<file path="config.mk">
export PLATFORM = sky130hd
export DESIGN_NAME = branch_sequencer
export DESIGN_NICKNAME = d
export VERILOG_FILES = /design/src/rtl/branch_sequencer.sv
export SDC_FILE = /design/constraint.sdc
export NUM_CORES = 1
export LEC_CHECK = 0
export BUFFER_PORTS_ARGS = -buffer_cell sky130_fd_sc_hd__buf_2
export CORE_MARGIN = 1.5
export CORE_UTILIZATION = 46
export CTS_CLUSTER_DIAMETER = 80
export DETAILED_ROUTE_END_ITERATION = 12
export GPL_TIMING_DRIVEN = 0
export PLACE_DENSITY = 0.74
export REMOVE_ABC_BUFFERS = 1
export SLEW_MARGIN = 40
export SYNTH_ARGS = -nofsm -noshare
export SYNTH_HDL_FRONTEND = slang
export SYNTH_SLANG_ARGS = --single-unit
</file>
<file path="constraint.sdc">
create_clock -name clk -period 1.8 [get_ports clk]
set_clock_uncertainty 0.15 [all_clocks]
set_input_delay 0.27 -clock clk [delete_from_list [all_inputs] [get_ports clk]]
set_output_delay 0.27 -clock clk [all_outputs]
set_load 0.005 [all_outputs]
</file>
<file path="src/rtl/branch_sequencer.sv">
// Program-counter sequencer and requester side of the branch-unit handshake.
// Steps the instruction count by one, or runs a CLEAR/REQ exchange with the
// branch unit on a taken branch and loads its target, faulting on reject/timeout.
module branch_sequencer #(
  parameter int unsigned       SIZE     = 8,
  parameter int unsigned       TIMEOUT  = 16,
  parameter logic [SIZE-1:0]   RESET_PC = '0
) (
  input  logic            clk,
  input  logic            reset,
  input  logic            step,
  input  logic            isBranch,
  input  logic            branchTaken,
  input  logic [2:0]      offset,
  output logic [SIZE-1:0] currentCount,
  output logic            busy,
  output logic            stepDone,
  output logic            branchFault,
  output logic            branchReset,
  output logic            branchEnable,
  output logic            branchControl,
  output logic [2:0]      programNum,
  input  logic [SIZE-1:0] branchResult,
  input  logic            branchDone
);

  // Timeout counter counts REQ sampling edges 0..TIMEOUT-1.
  localparam int unsigned TW    = (TIMEOUT > 2) ? $clog2(TIMEOUT) : 1;
  localparam logic [TW-1:0] TLAST = TW'(TIMEOUT - 1);

  typedef enum logic [1:0] {
    IDLE  = 2'd0,
    CLEAR = 2'd1,
    REQ   = 2'd2
  } state_t;

  state_t          state, state_n;
  logic [TW-1:0]   tcnt, tcnt_n;
  logic [SIZE-1:0] count_n;
  logic            fault_n;
  logic            done_n;
  logic [2:0]      pn_n;
  logic            busy_n;
  logic            breset_n;
  logic            enable_n;

  // Next-state and next-output logic; every output is registered below.
  always_comb begin
    state_n  = state;
    tcnt_n   = tcnt;
    count_n  = currentCount;
    fault_n  = branchFault;
    pn_n     = programNum;
    done_n   = 1'b0;

    unique case (state)
      IDLE: begin
        if (step) begin
          if (isBranch && branchTaken) begin
            pn_n    = offset;
            state_n = CLEAR;
          end else begin
            count_n = currentCount + SIZE'(1);
            done_n  = 1'b1;
          end
        end
      end

      // branchDone may be stale from the previous request, so it is ignored here.
      CLEAR: begin
        tcnt_n  = '0;
        state_n = REQ;
      end

      REQ: begin
        if (branchDone) begin
          // A nonzero offset that yields the current count means the unit refused it.
          if ((programNum != 3'd0) && (branchResult == currentCount)) begin
            count_n = currentCount + SIZE'(1);
            fault_n = 1'b1;
          end else begin
            count_n = branchResult;
          end
          done_n  = 1'b1;
          state_n = IDLE;
        end else if (tcnt == TLAST) begin
          count_n = currentCount + SIZE'(1);
          fault_n = 1'b1;
          done_n  = 1'b1;
          state_n = IDLE;
        end else begin
          tcnt_n = tcnt + TW'(1);
        end
      end

      default: state_n = IDLE;
    endcase

    busy_n   = (state_n != IDLE);
    breset_n = (state_n == CLEAR);
    enable_n = (state_n == REQ);
  end

  // State and output registers with synchronous reset.
  always_ff @(posedge clk) begin
    if (reset) begin
      state         <= IDLE;
      tcnt          <= '0;
      currentCount  <= RESET_PC;
      busy          <= 1'b0;
      stepDone      <= 1'b0;
      branchFault   <= 1'b0;
      branchReset   <= 1'b0;
      branchEnable  <= 1'b0;
      branchControl <= 1'b0;
      programNum    <= 3'd0;
    end else begin
      state         <= state_n;
      tcnt          <= tcnt_n;
      currentCount  <= count_n;
      busy          <= busy_n;
      stepDone      <= done_n;
      branchFault   <= fault_n;
      branchReset   <= breset_n;
      branchEnable  <= enable_n;
      branchControl <= enable_n;
      programNum    <= pn_n;
    end
  end

endmodule

</file>
==> impl_metrics.tcl <==
set metrics [dict create \
    leakage_nw 0.754 \
    placementRows 18 \
    overflow 0 \
    yosys_register_bits 22 \
    cp-start-kind "flop" \
    required_arrival_time_at_the_worst_endpoint_ns 1.87 \
    timing.critical_path.arrival_ns 1.99 \
    yosys-mux-area-fraction_pct 3.24 \
    antenna_found_initial 0 \
    maxCapViolations 0 \
    synthXorXnorAreaFrac_pct 6.09 \
    power_per_cell_area_nw_per_um2 624 \
    ant_nets 0 \
    viasPerCell 6.07 \
    report.final.hold_viol_count 0 \
    track_usage_pct 23.3 \
    worst_hold_path_type "input port to flop" \
    num_antenna_cells 0 \
    dieWidth_um 55.6 \
    cts_tree "built" \
    routed_wire_length_mm 3.67 \
    post-route-worst-setup-slack_ns -0.111 \
    cts_hold_buf 0 \
    status "finished, violations left" \
    route.vias.total 1384 \
    maximum_vdd_drop_mv 0.495 \
    async_reset_ff_share_pct 0 \
    coreArea_um2 2540 \
    dieHeight_um 55.6 \
    hpwl_mm 2.15 \
    final_core_util_pct 70.6 \
    timing.critical_path.slowest_cell_delay_ns 0.53 \
    fin_crit_ns 1.91 \
    root_buffer "sky130_fd_sc_hd__clkbuf_4" \
    layout_worst_path_cycle_share_pct 106 \
    cts_inserted_buffers 3 \
    ys.flop_type "sky130_fd_sc_hd__dfxtp_1" \
    synth_fa_ha_area_share_pct 1.96 \
    timing.final.setup_violations 7 \
    numClockSinks 22 \
    hold_ws_ns 0.0190 \
    critPathKind "flop to flop" \
    ys_types 46 \
    synth_simple_gate_area_share_pct 29.0 \
    achievable-frequency_ghz 0.523 \
    insertion_delay_ns 0.32 \
    io_pins 34 \
    cell_with_the_biggest_individual_delay_on_the_critical_path "sky130_fd_sc_hd__or4_4" \
    grt_pass1_vias 1255 \
    main_combinational_cell_family_by_area_after_synthesis "simple AND/OR/NAND/NOR gates" \
    final_layout_size_suffix_gt1_share_pct 46.5 \
    filler_cell_count 192 \
    maxSlewHeadroom_pct 68.6 \
    clk_path_buf_depth 2 \
    remaining_drc_errors 0 \
    failed_checks "setup timing" \
    dr.first_iter.drc_count 46 \
    nature_of_the_critical_path_endpoint "flop" \
    finish.net_count 218 \
    dieArea_um2 3090 \
    unrepaired_setup_endpoints_after_global_routing "yes" \
    postSynthAreaPerCell_um2 8.27 \
    drt_first_pass_iters 4 \
    crit_path_cell_trace "xnor2_4, o311ai_4, or4_4, and3_4, o311a_1" \
    synth.cell_area_um2 1270 \
    final_max_slew_viol_count 0 \
    critical_path_peak_fanout 5 \
    grt_max_degree 24 \
    post_detailed_route_wirelength_per_cell_um 16.1 \
    floorplan.initialDensity_pct 50.0 \
    place.port_buffers 33 \
    synthCells 154 \
    synthesis.yosys.warnings 0 \
    clk_pin_slew_worst_paths_ns 0.14 \
    gpl.final_weighted_congestion 0.792 \
    synth_enable_flop_cells 0 \
    cts_h_tree_depth 1 \
    total_power_mw 1.12 \
    area_fraction_in_compound_gates_after_synthesis_pct 20.2 \
    flow.area_growth_from_synthesis_pct 41.0 \
    actual_transition_at_the_worst_max_transition_pin_ns 0.471 \
    first_pass_grt_wire_length_mm 5.78 \
    synth_sequential_area_ratio_pct 34.6 \
]
-- routing by layer --
layer | GRT usage [%] | vias up | share of wire, %
met2 | 37.1 | 74 | 48
met4 | 12.2 | 0 | 2.9
met1 | 30.4 | 641 | 43
met3 | 3.72 | 12 | 6.6
li1 | - | 657 | -
met5 | 0 | - | 0
-- cell type report --
cell class,count,area (µm²),share of cell area (%)
Inverter,3,11.3,0.627
Tap cell,30,37.5,2.09
Timing Repair Buffer,50,293,16.3
Sequential cell,22,468,26.1
Clock buffer,3,22.5,1.25
Clock inverter,1,30.0,1.67
Multi-Input combinational cell,119,933,52.0
-- power breakdown --
group | internal (mW) | total [mW] | leakage, nW | switching, mW
sequential | 0.500 | 0.521 | 0.186 | 0.0210
clock | 0.225 | 0.398 | 0.0279 | 0.173
combinational | 0.0968 | 0.201 | 0.540 | 0.104
-- worst max-delay path, delay by kind of cell (launching register included) --
family | cells | cell delay [ns]
AOI/OAI and AO/OA | 2 | 0.41
xor gates and xnor gates | 1 | 0.16
DFF | 1 | 0.39
and+or+nand+nor | 2 | 0.70
-- registers in the layout, indices dropped and copies added, names as in the netlist --
| name | flops |
|---|---|
| currentCount | 8 |
| tcnt | 4 |
| programNum | 3 |
| state | 2 |
| branchControl | 1 |
| branchFault | 1 |
| branchReset | 1 |
| busy | 1 |
| stepDone | 1 |
-- cell usage after synthesis, types with 2 or more instances --
| cell type | number | share of area (%) |
|---|---|---|
| sky130_fd_sc_hd__clkbuf_1 | 6 | 1.8 |
| sky130_fd_sc_hd__buf_2 | 2 | 0.79 |
| sky130_fd_sc_hd__mux2i_1 | 3 | 2.4 |
| sky130_fd_sc_hd__nor3b_1 | 6 | 3.5 |
| sky130_fd_sc_hd__inv_1 | 3 | 0.88 |
| sky130_fd_sc_hd__and2_1 | 3 | 1.5 |
| sky130_fd_sc_hd__nand2b_1 | 3 | 1.5 |
| sky130_fd_sc_hd__and3_1 | 3 | 1.5 |
| sky130_fd_sc_hd__nand3_1 | 8 | 3.1 |
| sky130_fd_sc_hd__nand2_1 | 11 | 3.2 |
| sky130_fd_sc_hd__a31oi_1 | 3 | 1.5 |
| sky130_fd_sc_hd__nor3_1 | 3 | 1.2 |
| sky130_fd_sc_hd__o221ai_1 | 3 | 2.1 |
| sky130_fd_sc_hd__o22ai_1 | 5 | 2.5 |
| sky130_fd_sc_hd__nand4_1 | 5 | 2.5 |
| sky130_fd_sc_hd__ha_1 | 2 | 2.0 |
| sky130_fd_sc_hd__a22oi_1 | 3 | 1.8 |
| sky130_fd_sc_hd__xnor2_1 | 5 | 3.4 |
| sky130_fd_sc_hd__a21oi_1 | 7 | 2.8 |
| sky130_fd_sc_hd__or2_2 | 2 | 0.98 |
| sky130_fd_sc_hd__nor2_1 | 19 | 5.6 |
| sky130_fd_sc_hd__o311ai_0 | 2 | 1.4 |
| sky130_fd_sc_hd__dfxtp_1 | 22 | 35 |
| sky130_fd_sc_hd__xor2_1 | 2 | 1.4 |
| sky130_fd_sc_hd__nor2b_1 | 2 | 0.98 |
-- what timing repair did --
action                                  CTS  global route
endpoints found under the setup margin   10            10
endpoints found under the hold margin     0             0
pin swaps                                11             8
setup buffers                            15             3
gates resized for setup                  29            15
-- kinds of logic (layout without fill, tap and decap cells) --
kind of cell,count (synthesis),count (layout)
fa+ha+maj,2,2
buf+inv,13,57
compound gates,35,35
mux,4,4
flops,22,22
simple gates,70,70
xor+xnor,8,8
-- cells in the final DEF (no fill, tap or decap), drive strengths merged, types with 2 or more instances in the layout --
cell type,netlist,layout
o22ai,5,5
nand3,8,8
clkbuf,6,3
mux2i,3,3
o311ai,3,3
and3,4,4
nor2b,2,2
a21oi,7,7
nand2,11,11
o221ai,3,3
a22oi,3,3
xnor2,6,6
and2,3,3
xor2,2,2
nor3b,6,6
dfxtp,22,22
nor3,3,3
a31oi,3,3
nand4,5,5
nand2b,3,3
or2,2,2
buf,4,50
ha,2,2
nor2,19,19
inv,3,3
-- stage by stage --
stage / cell area [µm²] / cells / TNS (ns) / worst slack [ns]
finish: 1800 / 228 / -0.297 / -0.111
global route: 1800 / 228 / -0.636 / -0.141
CTS: 1690 / 225 / -0.214 / -0.0988
detailed placement: 1430 / 207 / -3.43 / -0.405
global placement: 1430 / 207 / -3.18 / -0.381
floorplan: 1220 / 144 / -0.517 / -0.195
-- final timing paths --
kind	endpoint	slack [ns]	cells past startpoint	startpoint
setup / recovery	currentCount[1]$_SDFFE_PP0P_	-0.11	5	currentCount[5]$_SDFFE_PP0P_
hold reg to reg	branchFault$_SDFFE_PP0P_	0.36	2	branchFault$_SDFFE_PP0P_
setup reg to reg	currentCount[1]$_SDFFE_PP0P_	-0.11	5	currentCount[5]$_SDFFE_PP0P_
hold / removal	programNum[2]$_SDFFE_PP0P_	0.02	3	offset[2]
No activity file was read; power rests on OpenSTA's default activity.
